[config.mk]
export PLATFORM = sky130hd
export DESIGN_NAME = counter_load_ctrl
export DESIGN_NICKNAME = d
export VERILOG_FILES = /design/src/rtl/counter_load_ctrl.sv
export SDC_FILE = /design/constraint.sdc
export NUM_CORES = 1
export LEC_CHECK = 0
export ABC_CLOCK_PERIOD_IN_PS = 3100
export BUFFER_PORTS_ARGS = -buffer_cell sky130_fd_sc_hd__clkbuf_2
export CAP_MARGIN = 10
export CORE_MARGIN = 4
export CORE_UTILIZATION = 52
export CTS_CLUSTER_SIZE = 40
export DETAILED_ROUTE_END_ITERATION = 16
export GPL_TIMING_DRIVEN = 1
export MAX_ROUTING_LAYER = met4
export PLACE_DENSITY_LB_ADDON = 0.2
export SLEW_MARGIN = 10
export SYNTH_ARGS = -nofsm -noshare
export SYNTH_HDL_FRONTEND = slang
export SYNTH_SLANG_ARGS = --single-unit
[constraint.sdc]
create_clock -name clk -period 3.1 [get_ports clk]
set_input_delay 0.62 -clock clk [delete_from_list [all_inputs] [get_ports clk]]
set_output_delay 0.62 -clock clk [all_outputs]
set_load 0.01 [all_outputs]
[src/rtl/counter_load_ctrl.sv]
// Sequencer for a 4-bit loadable counter: runs accepted jobs from start to end
// for a number of periods (or forever), freezing the counter whenever idle.
//
// state   | meaning
// --------+---------------------------------------------------------------
// IDLE    | counter frozen by reloading count_i; ready for a job
// LOAD    | load start value into the counter
// RUN     | counter free-runs; terminal match wraps or finishes the job
// DONE    | one-cycle completion pulse, counter held at end value
module counter_load_ctrl #(
    parameter int WIDTH = 4,
    parameter int REP_W = 4
) (
    input  logic             clk,
    input  logic             reset,
    input  logic             cfg_valid,
    output logic             cfg_ready,
    input  logic [WIDTH-1:0] cfg_start,
    input  logic [WIDTH-1:0] cfg_end,
    input  logic [REP_W-1:0] cfg_reps,
    input  logic             cfg_auto,
    input  logic             abort,
    input  logic [WIDTH-1:0] count_i,
    output logic             load,
    output logic [WIDTH-1:0] load_data,
    output logic             busy,
    output logic             wrap,
    output logic             done
);

    localparam logic [1:0] ST_IDLE = 2'd0;
    localparam logic [1:0] ST_LOAD = 2'd1;
    localparam logic [1:0] ST_RUN  = 2'd2;
    localparam logic [1:0] ST_DONE = 2'd3;

    logic [1:0]       state;
    logic [1:0]       state_nxt;
    logic [WIDTH-1:0] start_r;
    logic [WIDTH-1:0] end_r;
    logic [REP_W-1:0] reps_left;
    logic             auto_r;

    logic match;
    logic last_period;
    logic accept;
    logic reps_dec;

    assign match       = (state == ST_RUN) && (count_i == end_r);
    assign last_period = !auto_r && (reps_left == REP_W'(1));
    assign accept      = (state == ST_IDLE) && cfg_valid && !abort;
    // Zero reps decrements to all-ones, which is how 0 stands for 2^REP_W.
    assign reps_dec    = match && !abort && !auto_r;

    always_comb begin
        state_nxt = state;
        load      = 1'b1;
        load_data = count_i;
        cfg_ready = 1'b0;
        busy      = 1'b0;
        wrap      = 1'b0;
        done      = 1'b0;
        if (reset) begin
            cfg_ready = 1'b1;
            state_nxt = ST_IDLE;
        end else begin
            case (state)
                ST_IDLE: begin
                    cfg_ready = !abort;
                    if (accept) begin
                        state_nxt = ST_LOAD;
                    end
                end
                ST_LOAD: begin
                    busy = 1'b1;
                    if (abort) begin
                        state_nxt = ST_IDLE;
                    end else begin
                        load_data = start_r;
                        state_nxt = ST_RUN;
                    end
                end
                ST_RUN: begin
                    busy = 1'b1;
                    if (abort) begin
                        state_nxt = ST_IDLE;
                    end else if (match) begin
                        wrap = 1'b1;
                        if (last_period) begin
                            state_nxt = ST_DONE;
                        end else begin
                            load_data = start_r;
                        end
                    end else begin
                        load = 1'b0;
                    end
                end
                default: begin
                    done      = 1'b1;
                    state_nxt = ST_IDLE;
                end
            endcase
        end
    end

    always_ff @(posedge clk) begin
        if (reset) begin
            state     <= ST_IDLE;
            start_r   <= '0;
            end_r     <= '0;
            reps_left <= '0;
            auto_r    <= 1'b0;
        end else begin
            state <= state_nxt;
            if (accept) begin
                start_r   <= cfg_start;
                end_r     <= cfg_end;
                reps_left <= cfg_reps;
                auto_r    <= cfg_auto;
            end else if (reps_dec) begin
                reps_left <= reps_left - 1'b1;
            end
        end
    end

endmodule

==> run metrics, run 1 <==
status finished clean; Root Driver clkbuf_4; top_reg_cell synth dfxtp_1; Final min period 2.67 ns; Design Power approximately 500 uW; Worst Setup Start Kind flip-flop; GRT Overall Usage 18.7%; clock net sink count 15; fin util 69.2%; full die area 2460 um2; kind of critical path flip-flop to primary output; antenna cells 0; worst setup path end load_data[0]; Pwr per Cell Area 447 nW/um2; vias in the first global route 835; leading area contributor after synthesis dfxtp_1; Wirelength per Cell around 13 um; num ports 30; Seq/Total Area, Yosys 33.4%; later-pin clock latency in the skew report approximately 0.29 ns; Max Cap Violations 0; final setup vio count 0; Worst EP arrival a little over 2 ns; share of layout cells above drive strength 1 25.3%; DRT Pass-1 Iters 4; first-pass GRT wire length 3510 um; # rows 14; crit-path max cell delay 0.37 ns; Worst-Margin Slew approximately 0.56 ns; PnR worst setup slack between 0.4 and 0.5 ns; Post-Syn Area approximately 900 um2; post-CTS sizing 0; Final Skew 0.00905 ns; syn avg cell area around 8 um2; PortBufs 29; crit-path max FO 6; worst relative slew slack 62.1%; crit path from state[0]$_SDFFE_PP0P_; most frequent cells in the layout 29 x clkbuf_2, 24 x nand2_1, 15 x dfxtp_1; Yosys warning count 0; H-tree depth 1; initial antenna violation count 0; post-route DRC violation count 0; top-area cell type share of the netlist area 33.4%; area delta synth->final 21.4%; DR iter-0 viols 11; Core Region 1580 um2; share of flip-flops with an asynchronous set or reset 0%; DIE WIDTH 49.6 um; #FFs+latches synth 15; Final Cycle Share 86.1%; placed cell areas 1060 um2; Placer Congestion 0.792; Peak VDD IR about 0.34 mV; largest net degree at the start of global routing 21; Worst R2R Path Depth 7; GRT overflow 0; filler cell count in the final layout between 100 and 150; HP Class flip-flop to flip-flop; Mapped Cells 115; initial core utilization 57.0%; Achievable Freq 375 MHz; P_int 326 uW; combinational share of power 30.5%; placed insts 158; final max-slew violation count 0; worst hold slack 0.465 ns; WL final between 2000 and 2500 um; DIE HEIGHT ~50 um; dpl ws approximately 0.66 ns; Nets 175; delay-heaviest family, CP simple AND/OR/NAND/NOR gates; Yosys cell types 30; top cells by area, synth dfxtp_1 33%, nand2_1 10%, ha_1 9.7%; capture point of the worst reg-to-reg path state[1]$_SDFFE_PP0P_; cell area after layout 1090 um2; clock power share 23.3%; non-filler instance count after layout between 150 and 200; Final Hold Vio Count 0; CTS hold repair buffers 0; RR Startpoint state[0]$_SDFFE_PP0P_; CP Depth 8; drt via density 5.56; Post-synth EDFFs 0; RSZ-0062 raised after global routing no; post-CTS setup buffer count 0; setup slack, reg-to-reg 0.99 ns; clock tree buffer depth 2; Critical path buffers and inverters 2; Critical Path RT 2.48 ns; CP Cell Sequence inv_1 > ha_1 > nand2b_1 > nor2_1 > nand2_1 > a21o_1 > a22o_1 > clkbuf_2; Sw Share 33.2%; most common cell after layout, fill and taps aside clkbuf_2; Worst Setup End Kind primary output; Reg area 300 um2; clock buffer count from CTS 3; detailed-route via count 900; CTS tree yes; Slowest cell on crit path dfxtp_1; setup_tns 0 ns; Pleak a little under 0.5 nW; clk slew on worst S/H paths 0.10 ns; Synth Net Count 143; Seq pwr share 46.2%; Antenna Nets Post-Route 0; multi-input logic area about 560 um2; hpwl dp ~1600 um; Net Switching 162 uW
[Yosys cell counts (all sizes together), types with 2 or more instances]
cell and count:
nand2 24, nor2 6, ha 7, or3 2, a21oi 14, nand2b 2, clkbuf 4, inv 7
o21ai 2, a21o 2, xnor2 6, nor4 2, dfxtp 15, a211oi 3, nor3 2, a211o 2
a22o 3, and4 2
[area by class of cell]
class	count	area share, %
Tap cell	16	1.83
Clock inverter	1	0.459
Inverter	7	2.41
Sequential cell	15	27.5
Clock buffer	3	2.06
Timing Repair Buffer	31	14.7
Multi-Input combinational cell	89	51.0
[power by group through the flow]
stage | combinational, mW | clock (mW) | sequential (mW)
final | 0.149 | 0.113 | 0.226
after global routing | 0.169 | 0.130 | 0.229
after CTS | 0.150 | 0.117 | 0.226
after detailed placement | 0.149 | 0 | 0.230
after global placement | 0.144 | 0 | 0.228
after floorplan | 0.103 | 0 | 0.226
[worst register-to-register path, cell delays in order, from the launching register on]
cell,delay [ns]
dfxtp_1,0.43
inv_1,0.09
ha_1,0.27
nand2b_1,0.20
nor2_1,0.09
a311o_1,0.33
or4_1,0.48
a21oi_1,0.15
[worst min path at each step]
stage,start,to,slack (ns),cells after the start
5_1_grt,start_r[1]$_SDFFE_PP0P_,start_r[1]$_SDFFE_PP0P_,0.50,2
4_1_cts,start_r[1]$_SDFFE_PP0P_,start_r[1]$_SDFFE_PP0P_,0.47,2
3_3_place_gp,start_r[3]$_SDFFE_PP0P_,start_r[3]$_SDFFE_PP0P_,0.45,2
2_1_floorplan,start_r[0]$_SDFFE_PP0P_,start_r[0]$_SDFFE_PP0P_,0.44,2
6_report,start_r[0]$_SDFFE_PP0P_,start_r[0]$_SDFFE_PP0P_,0.46,2
3_5_place_dp,start_r[0]$_SDFFE_PP0P_,start_r[0]$_SDFFE_PP0P_,0.46,2
[registers in the layout, summed over array words and instances, names as in the netlist]
| signal | count |
|---|---|
| auto_r | 1 |
| end_r | 4 |
| reps_left | 4 |
| start_r | 4 |
| state | 2 |
[layer usage]
layer  global-route usage (%)  wire length, um  up-vias
met4                     9.22               40        0
met1                     21.6              930      405
met2                     30.6             1010       25
met5                        -                0        -
met3                     3.61              111        4
li1                         -                -      466
[cells by family after synthesis]
logic type | count (synthesis) | synth area share, %
AO/OA/AOI/OAI | 29 | 21.2
flip-flops | 15 | 33.4
adder cells (fa/ha/maj) | 7 | 9.75
XOR/XNOR | 6 | 5.85
buffers and inverters | 11 | 4.60
AND/OR/NAND/NOR | 47 | 25.2
(Power assumes the default switching activity.)
==> run 2: changes to the inputs <==
--- a/config.mk
+++ b/config.mk
@@ -8,8 +8,10 @@
 export ABC_CLOCK_PERIOD_IN_PS = 3100
 export BUFFER_PORTS_ARGS = -buffer_cell sky130_fd_sc_hd__clkbuf_2
 export CAP_MARGIN = 10
+export CELL_PAD_IN_SITES_DETAIL_PLACEMENT = 0
+export CELL_PAD_IN_SITES_GLOBAL_PLACEMENT = 2
 export CORE_MARGIN = 4
-export CORE_UTILIZATION = 52
+export CORE_UTILIZATION = 29
 export CTS_CLUSTER_SIZE = 40
 export DETAILED_ROUTE_END_ITERATION = 16
 export GPL_TIMING_DRIVEN = 1
==> run 2 against run 1 <==
Against the previous run: cell count grew 8.6%; count of clock-buffer cells in the layout is the same; global-route usage shrank 6.0 points; critical path type unchanged.
==> run metrics, run 2 (synthesis gave the netlist of run 1 again) <==
CTS hold repair buffers 0; Antenna Nets Post-Route 0; Final Skew approximately 0.0032 ns; Max Cap Violations 0; largest net degree at the start of global routing 21; share of layout cells above drive strength 1 24.8%; antenna cells 0; Worst R2R Path Depth 7; Wirelength per Cell 13.3 um; setup_tns 0 ns; vias in the first global route 857; initial antenna violation count 0; hold path start start_r[0]$_SDFFE_PP0P_; status finished clean; Placer Congestion 0.767; filler cell count in the final layout 308; Pleak approximately 0.47 nW; non-filler instance count after layout 176; worst min-delay path endpoint start_r[0]$_SDFFE_PP0P_; placed insts 172; Pwr per Cell Area about 450 nW/um2; area delta synth->final 23.0%; later-pin clock latency in the skew report about 0.30 ns; CTS tree yes; most frequent cells in the layout 29 x clkbuf_2, 24 x nand2_1, 15 x dfxtp_1; DR iter-0 viols 27; final max-slew violation count 0; Worst-Margin Slew 0.586 ns; WL final 2340 um; Critical Path RT 2.48 ns; GRT Overall Usage 12.7%; PortBufs 29; Core Region roughly 2900 um2; post-route DRC violation count 0; kind of critical path flip-flop to primary output; Worst EP arrival 2.16 ns; num ports 30; RR Startpoint state[0]$_SDFFE_PP0P_; crit path from state[0]$_SDFFE_PP0P_; Final min period 2.78 ns; setup slack, reg-to-reg 0.99 ns; DIE HEIGHT 63.7 um; Nets around 170; Final Cycle Share around nine tenths; DRT Pass-1 Iters 4; dpl ws roughly 0.6 ns; Worst Setup End Kind primary output; clk slew on worst S/H paths roughly 0.11 ns; DIE WIDTH 63.7 um; drt via density 5.05; most common cell after layout, fill and taps aside clkbuf_2; hpwl dp 1810 um; Final Hold Vio Count 0; biggest regs end_r (4), reps_left (4), start_r (4); clock net sink count 15; clock buffer count from CTS 3; worst relative slew slack 60.8%; detailed-route via count 889; H-tree depth 1; Achievable Freq about 360 MHz; Peak VDD IR 0.147 mV; initial core utilization 31.5%; Worst Setup Start Kind flip-flop; first-pass GRT wire length 3930 um; crit-path max FO 6; fin util 38.7%; clock tree buffer depth 2; HP Class flip-flop to flip-flop; # rows 19; final setup vio count 0; GRT overflow 0; full die area between 4000 and 5000 um2; post-CTS setup buffer count 0; Root Driver clkbuf_4; Hold Path Stages 2; PnR worst setup slack about 0.32 ns; post-CTS sizing 0; capture point of the worst reg-to-reg path state[1]$_SDFFE_PP0P_; RSZ-0062 raised after global routing no
==> run 2: routing by layer <==
layer	track usage (%)	vias to the layer above	share of wire (%)
met3	3.55	4	4.8
met4	4.04	0	1.2
met5	-	-	0
met2	19.8	24	43
li1	-	463	-
met1	15.7	398	51
==> run 2: worst max path at each step <==
stage / cells past startpoint / slack, ns / to
2_1_floorplan: 5 / 0.95 / load_data[0]
3_3_place_gp: 7 / 0.61 / load_data[1]
3_5_place_dp: 7 / 0.60 / load_data[1]
4_1_cts: 8 / 0.31 / load_data[1]
5_1_grt: 8 / 0.15 / load_data[1]
6_report: 8 / 0.32 / load_data[3]
==> run 2: layout make-up <==
type / instances / area [um2] / area share, %
inverter: 7 / 26.3 / 2.38
tap: 31 / 38.8 / 3.51
clock inverter: 1 / 7.51 / 0.680
clock buffer: 3 / 22.5 / 2.04
sequential: 15 / 300 / 27.2
timing repair buffer: 30 / 153 / 13.8
multi-input combinational: 89 / 557 / 50.4
==> run 2: stage by stage <==
step	power [mW]	hold slack [ns]	area, um2
2_1_floorplan	0.329	0.436	898
3_3_place_gp	0.379	0.453	1070
3_5_place_dp	0.380	0.450	1070
4_1_cts	0.510	0.470	1100
5_1_grt	0.534	0.492	1100
6_report	0.497	0.469	1100
==> run 2: worst max-delay path, stage by stage, from the launching register on <==
cell	delay (ns)
dfxtp_1	0.37
inv_1	0.09
ha_1	0.26
nand2b_1	0.18
nor2_1	0.21
nand2_1	0.12
a21oi_1	0.32
a22o_1	0.19
clkbuf_2	0.13
==> run 2: report_power, final <==
part	total, mW	switching, mW	internal (mW)
combinational	0.147	0.0813	0.0660
sequential	0.225	0.0151	0.210
clock	0.125	0.0759	0.0491
